--- config.mk ---
export PLATFORM = sky130hd
export DESIGN_NAME = pipe_skid_stage
export DESIGN_NICKNAME = d
export VERILOG_FILES = /design/src/rtl/pipe_skid_stage.sv
export SDC_FILE = /design/constraint.sdc
export NUM_CORES = 1
export LEC_CHECK = 0
export CELL_PAD_IN_SITES_DETAIL_PLACEMENT = 1
export CELL_PAD_IN_SITES_GLOBAL_PLACEMENT = 1
export CORE_ASPECT_RATIO = 1.75
export CORE_UTILIZATION = 30
export CTS_CLUSTER_SIZE = 30
export DETAILED_ROUTE_END_ITERATION = 8
export GPL_ROUTABILITY_DRIVEN = 0
export HOLD_SLACK_MARGIN = 0.06
export PLACE_DENSITY_LB_ADDON = 0.15
export SLEW_MARGIN = 30
export SYNTH_ARGS = -nofsm -noshare
export SYNTH_HDL_FRONTEND = slang
export SYNTH_SLANG_ARGS = --single-unit
--- constraint.sdc ---
create_clock -name clk -period 1.45 [get_ports clk]
set_clock_uncertainty 0.15 [all_clocks]
set_input_delay 0.145 -clock clk [delete_from_list [all_inputs] [get_ports clk]]
set_output_delay 0.145 -clock clk [all_outputs]
set_load 0.05 [all_outputs]
--- src/rtl/pipe_skid_stage.sv ---
// Pipeline stage register with valid/ready handshake, 2-entry skid buffer and synchronous flush.
// Optional back-pressure counter: define PIPE_STALL_CNT_EN to enable stall_cnt.
//
// state | meaning
// EMPTY | main invalid, skid invalid
// ONE   | main holds the output beat, skid invalid
// FULL  | main holds the output beat, skid holds the next beat
module pipe_skid_stage #(
  parameter int              DW      = 32,
  parameter logic [DW-1:0]   RST_VAL = {DW{1'b0}},
  parameter int              CNT_W   = 16
) (
  input  logic             clk,
  input  logic             rst,
  input  logic             flush,
  input  logic             in_valid,
  output logic             in_ready,
  input  logic [DW-1:0]    in_data,
  output logic             out_valid,
  input  logic             out_ready,
  output logic [DW-1:0]    out_data,
  output logic [CNT_W-1:0] stall_cnt
);

  typedef enum logic [1:0] {
    EMPTY = 2'd0,
    ONE   = 2'd1,
    FULL  = 2'd2
  } state_t;

  state_t          state_q, state_d;
  logic [DW-1:0]   main_q, main_d;
  logic [DW-1:0]   skid_q, skid_d;
  logic            in_ready_q;
  logic            accept;
  logic            drain;

  assign out_valid = (state_q != EMPTY);
  assign out_data  = main_q;
  assign in_ready  = in_ready_q;
  assign accept    = in_valid & in_ready_q;
  assign drain     = out_valid & out_ready;

  always_comb begin
    state_d = state_q;
    main_d  = main_q;
    skid_d  = skid_q;
    case (state_q)
      EMPTY: begin
        if (accept) begin
          state_d = ONE;
          main_d  = in_data;
        end
      end
      ONE: begin
        if (accept && drain) begin
          main_d = in_data;
        end else if (accept) begin
          state_d = FULL;
          skid_d  = in_data;
        end else if (drain) begin
          state_d = EMPTY;
        end
      end
      FULL: begin
        if (drain) begin
          state_d = ONE;
          main_d  = skid_q;
        end
      end
      default: state_d = EMPTY;
    endcase
    // A beat offered alongside flush is dropped; a beat drained alongside it was already delivered.
    if (flush) begin
      state_d = EMPTY;
      main_d  = RST_VAL;
      skid_d  = RST_VAL;
    end
  end

  // in_ready is registered from next state so out_ready never reaches it combinationally.
  always_ff @(posedge clk) begin
    if (rst) begin
      state_q    <= EMPTY;
      main_q     <= RST_VAL;
      skid_q     <= RST_VAL;
      in_ready_q <= 1'b1;
    end else begin
      state_q    <= state_d;
      main_q     <= main_d;
      skid_q     <= skid_d;
      in_ready_q <= (state_d != FULL);
    end
  end

`ifdef PIPE_STALL_CNT_EN
  logic [CNT_W-1:0] stall_cnt_q;

  // Saturating count of stalled cycles; flush deliberately leaves it alone.
  always_ff @(posedge clk) begin
    if (rst) begin
      stall_cnt_q <= '0;
    end else if (out_valid && !out_ready && (stall_cnt_q != {CNT_W{1'b1}})) begin
      stall_cnt_q <= stall_cnt_q + 1'b1;
    end
  end

  assign stall_cnt = stall_cnt_q;
`else
  assign stall_cnt = '0;
`endif

endmodule

Word-level counts from Yosys, hierarchy flattened
Cells that the tools add are included.
- input port bits: 37
- bits in registers: 67
- logic and storage cells: 31
- output and inout port bits: 50
- bitwise operators: 3
- mux-type cells: 11
- reduce and logical (&&, ||, !) cells: 7
- equal/unequal tests: 6
- operator list (operator ; number):
    $mux W32 ; 3
    $pmux W32 S3 ; 1
    $mux W2 ; 6
    $ne A2 B2 Y1 const B ; 4
    $pmux W2 S3 ; 1
    $reduce_and A4 Y1 ; 1
    $reduce_and A3 Y1 ; 1
    $reduce_bool A3 Y1 ; 1
    $and A1 B1 Y1 ; 2
    $eq A2 B1 Y1 const B ; 1
    $eq A2 B2 Y1 const B ; 1
    $logic_not A2 Y1 ; 1
    $reduce_bool A2 Y1 ; 1
    $reduce_or A2 Y1 ; 1
    $logic_and A1 B1 Y1 ; 1
    $not A1 Y1 ; 1

Logic depth before layout (Yosys ltp)
- word-level depth: 8
- gate-level depth with buffers: 6
- depth with buffers taken out: 4

Least setup slack after synthesis
No wires, ideal clock.
- path kind: register -> register
- start point: register in_ready_q, in the netlist in_ready
- end point: register skid_q[10]
- setup time: 132 ps
- path buffers: 2
- setup slack: -433 ps
- arrival: 1601 ps
- stages on the path, launching flop included: 7
- required time: 1168 ps
- cells stage by stage: dfxtp_1 > nand2_2 > or3_1 > clkbuf_1 > buf_2 > nand2_1 > a21oi_1
- cells in the longest elaborated chain, start to end: 4
- RTL lines (item ; line ; text):
    start: declaration ; 34 ; logic in_ready_q;
    start signal: assignment ; 92 ; in_ready_q <= (state_d != FULL);
    $and A1 B1 Y1 * ; 41 ; assign accept = in_valid & in_ready_q;
    $logic_and A1 B1 Y1 ; 56 ; if (accept && drain) begin
    $not A1 Y1 (no source line) ; - ;
    $reduce_and A3 Y1 (no source line) * ; - ;
    end signal: assignment ; 91 ; skid_q <= skid_d;
    end: declaration ; 33 ; logic [DW-1:0] skid_q, skid_d;
Every way passes the cells marked *; elsewhere a longest branch is shown, timed or not.
A chain may end at the register's enable or synchronous reset.

Final worst setup path
- start point: register state_q[0]
- end point: register main_q[9], in the netlist out_data[9]
- cells in the longest elaborated chain, start to end: 5
- elaborated cells between the ends (all ways): 12
- those cells by class: eq/ne (5); mux (1); bitwise (1); reduce/logical (5)
- RTL lines (item ; line ; text):
    start: declaration ; 31 ; state_t state_q, state_d;
    start signal: assignment ; 89 ; state_q <= state_d;
    $reduce_bool A2 Y1 ; 38 ; assign out_valid = (state_q != EMPTY);
    $and A1 B1 Y1 ; 42 ; assign drain = out_valid & out_ready;
    $logic_and A1 B1 Y1 ; 56 ;
    $ne A2 B2 Y1 (no source line) ; - ;
    $reduce_and A4 Y1 (no source line) ; - ;
    end signal: assignment ; 90 ; main_q <= main_d;
    end: declaration ; 32 ; logic [DW-1:0] main_q, main_d;
Parallel ways exist; a longest one is shown, timed or not.

==> metrics.txt <==
outcome=finished, violations left; failing checks=negative setup slack; # fillers=984; Synth area leaders=dfxtp_1 48%, mux2i_1 12%, a21oi_1 12%; Post-synth ARST share=0%; CTS tree=built; Yosys warnings=0; die width=74.84 um; max frequency=0.6502 GHz; DR iter-0 viols=151; critical path cell sequence=nor2b_4 -> o31ai_4 -> buf_6 -> clkbuf_16 -> o21ai_1 -> a21oi_1; Max Slew Vio Count=0; post-layout min period=1.538 ns; Root Driver=clkbuf_16; CTS buffer count=9; PwrDens=991.1 nW/um^2; sequential area share after synthesis=48.16%; Final ANT Viol Nets=0; Req. time, crit path=1.56 ns; Stages on worst setup path=6; most common flop cell mapped by yosys=dfxtp_1; final WL=10.17 mm; initial antenna violation count=0; final worst-path cycle share=106.1%; CP Max Fanout=8; kind of cell adding the most delay to the critical path=compound AO/OA/AOI/OAI gates; post-DR vias/cell=4.944; Synth cell types=25; Clock Latency Late Sink=0.33 ns; ANT cells=0; Cell Count, Final, Fillers Out=535; synthesized instance count=320; worst min path class=primary input to flip-flop; Final setup viols=65; htree depth=3; hold_sp=in_data[24]; Initial Utilization=30.82%; Hold Path End=skid_q[24]$_SDFFE_PP0P_; synthesized area=2785 um^2; Buffers on Ports=70; CP peak stage delay=0.34 ns; CORE AREA=9036 um^2; top-area cell type share of the netlist area=48.16%; worst flop-to-flop path endpoint=out_data[9]$_SDFFE_PP0P_; I/O pin count=87; first-pass GRT wire length=14.21 mm; total power draw=4.908 mW; dpl hpwl=4.953 mm; CP max stage cell=dfxtp_2; number of global-route vias before repair=2736; Critical Path Sink Type=flip-flop; dpl ws=-0.3779 ns; Setup WS post-layout=-0.08802 ns; Post-synth EDFFs=0; max_cap viols=0; Reg2Reg Depth=6; row count=46; Die Ht=129.5 um; total global routing overflow=0; routed len/inst=19.01 um; crit path launch type=flip-flop; die area=9689 um^2; peak supply drop=0.6501 mV; TritonCTS Sinks=67; Residual DRC=0; final hold viol count=0; Worst R2R Start=state_q[0]$_SDFF_PP0_; Avg Cell Area, Syn=8.704 um^2; largest net degree at the start of global routing=33; r2r setup slk=-0.09 ns; worst hold path stage count=3; CTS max path bufs=2; vias=2645; post-synthesis register bit count=67; nets@finish=448; GR Util All Layers=20.21%; WP buf/inv=2; layout cells sized above 1=37.59%; clk slew on worst S/H paths=0.05 ns; CP arrival=1.65 ns; largest area contributor in the netlist=dfxtp_1; Synth-to-Final Area Change=77.81%; critical path class=flip-flop to flip-flop; RSZ-0062 raised after global routing=true; leakage=2.081 nW; Hold Buf Count CTS=0; drt pass-1 iters=4; placed insts=500
[metrics by stage]
step	setup TNS, ns	util [%]	hold WS, ns	cell area [um^2]
global placement	-19.85	44.16	0.2967	3990
detailed placement	-22.72	44.16	0.3003	3990
CTS	-1.473	51.47	0.2385	4651
floorplan	-1.457	-	0.1084	2887
finish	-3.230	54.80	0.2594	4952
global route	-8.309	54.80	0.2625	4952
[synthesized netlist by cell type (all sizes together) (2+ instances only)]
library cell / n
a21oi: 64
mux2i: 33
or2: 2
nand2: 66
clkbuf: 9
o21ai: 32
buf: 32
nor2: 2
dfxtp: 67
nand2b: 2
[sequential cells by signal, summed over array words and instances (netlist names)]
register  count
skid_q       32
out_data     32
state_q       2
in_ready      1
[worst min-delay path: stages]
cell             delay [ns]
clkdlybuf4s50_1        0.42
nand2_1                0.08
a21oi_2                0.05
[area by class of cell]
cell class / instances / area, um^2 / area share (%)
repair buffers: 106 / 1667 / 33.65
multi-input cells: 226 / 1520 / 30.70
flip-flops and latches: 67 / 1350 / 27.26
clock buffers: 12 / 246.5 / 4.977
well taps: 120 / 150.1 / 3.032
clock inverters: 3 / 15.01 / 0.3032
inverters: 1 / 3.754 / 0.07580
[where the power goes]
group / switching [mW] / internal [mW] / total (mW)
clock: 0.776 / 1.19 / 1.96
sequential: 0.0553 / 1.89 / 1.94
combinational: 0.536 / 0.466 / 1.00
total: 1.37 / 3.54 / 4.91
[repair_timing]
item / CTS / global route
pin swaps: 21 / 17
setup endpoints to repair: 65 / 65
resized for setup: 42 / 55
cloned: 8 / 4
buffers inserted: 7 / 1
[cells in the final DEF, fill, tap and decap left out, drive strengths merged, types with 3 or more instances in the layout]
cell type	instances
clkdlybuf4s50	35
conb	16
a21oi	64
o21ai	32
clkbuf	16
clkinv	3
buf	66
dfxtp	67
nand2	66
mux2i	33
[how the worst max path moves through the flow]
stage	from	to	slack, ns
2_1_floorplan	in_ready$_SDFF_PP1_	skid_q[10]$_SDFFE_PP0P_	-0.05
3_3_place_gp	out_ready	skid_q[31]$_SDFFE_PP0P_	-0.34
3_5_place_dp	out_ready	skid_q[24]$_SDFFE_PP0P_	-0.38
4_1_cts	state_q[1]$_SDFF_PP0_	out_data[22]$_SDFFE_PP0P_	-0.06
5_1_grt	state_q[0]$_SDFF_PP0_	out_data[9]$_SDFFE_PP0P_	-0.17
6_report	state_q[0]$_SDFF_PP0_	out_data[9]$_SDFFE_PP0P_	-0.09
[cells by family (layout without fill, tap and decap cells)]
group,after synthesis,count (layout),share of synthesized area (%)
DFF,67,67,48.16
other,1,16,0.1346
AOI/OAI and AO/OA,100,100,18.91
muxes,33,33,11.86
and+or+nand+nor,77,77,11.55
buffers and inverters,42,122,9.389
[layer usage]
metal | vias up | share of wire (%) | wire length, um | GRT usage (%)
met4 | 0 | 3.1 | 319 | 8.324
met1 | 1306 | 37 | 3791 | 20.58
met3 | 24 | 3.8 | 384 | 5.054
li1 | 1245 | - | - | -
met2 | 70 | 56 | 5676 | 37.73
met5 | - | 0 | 0 | 0
Power figures use the tool's default switching activity.
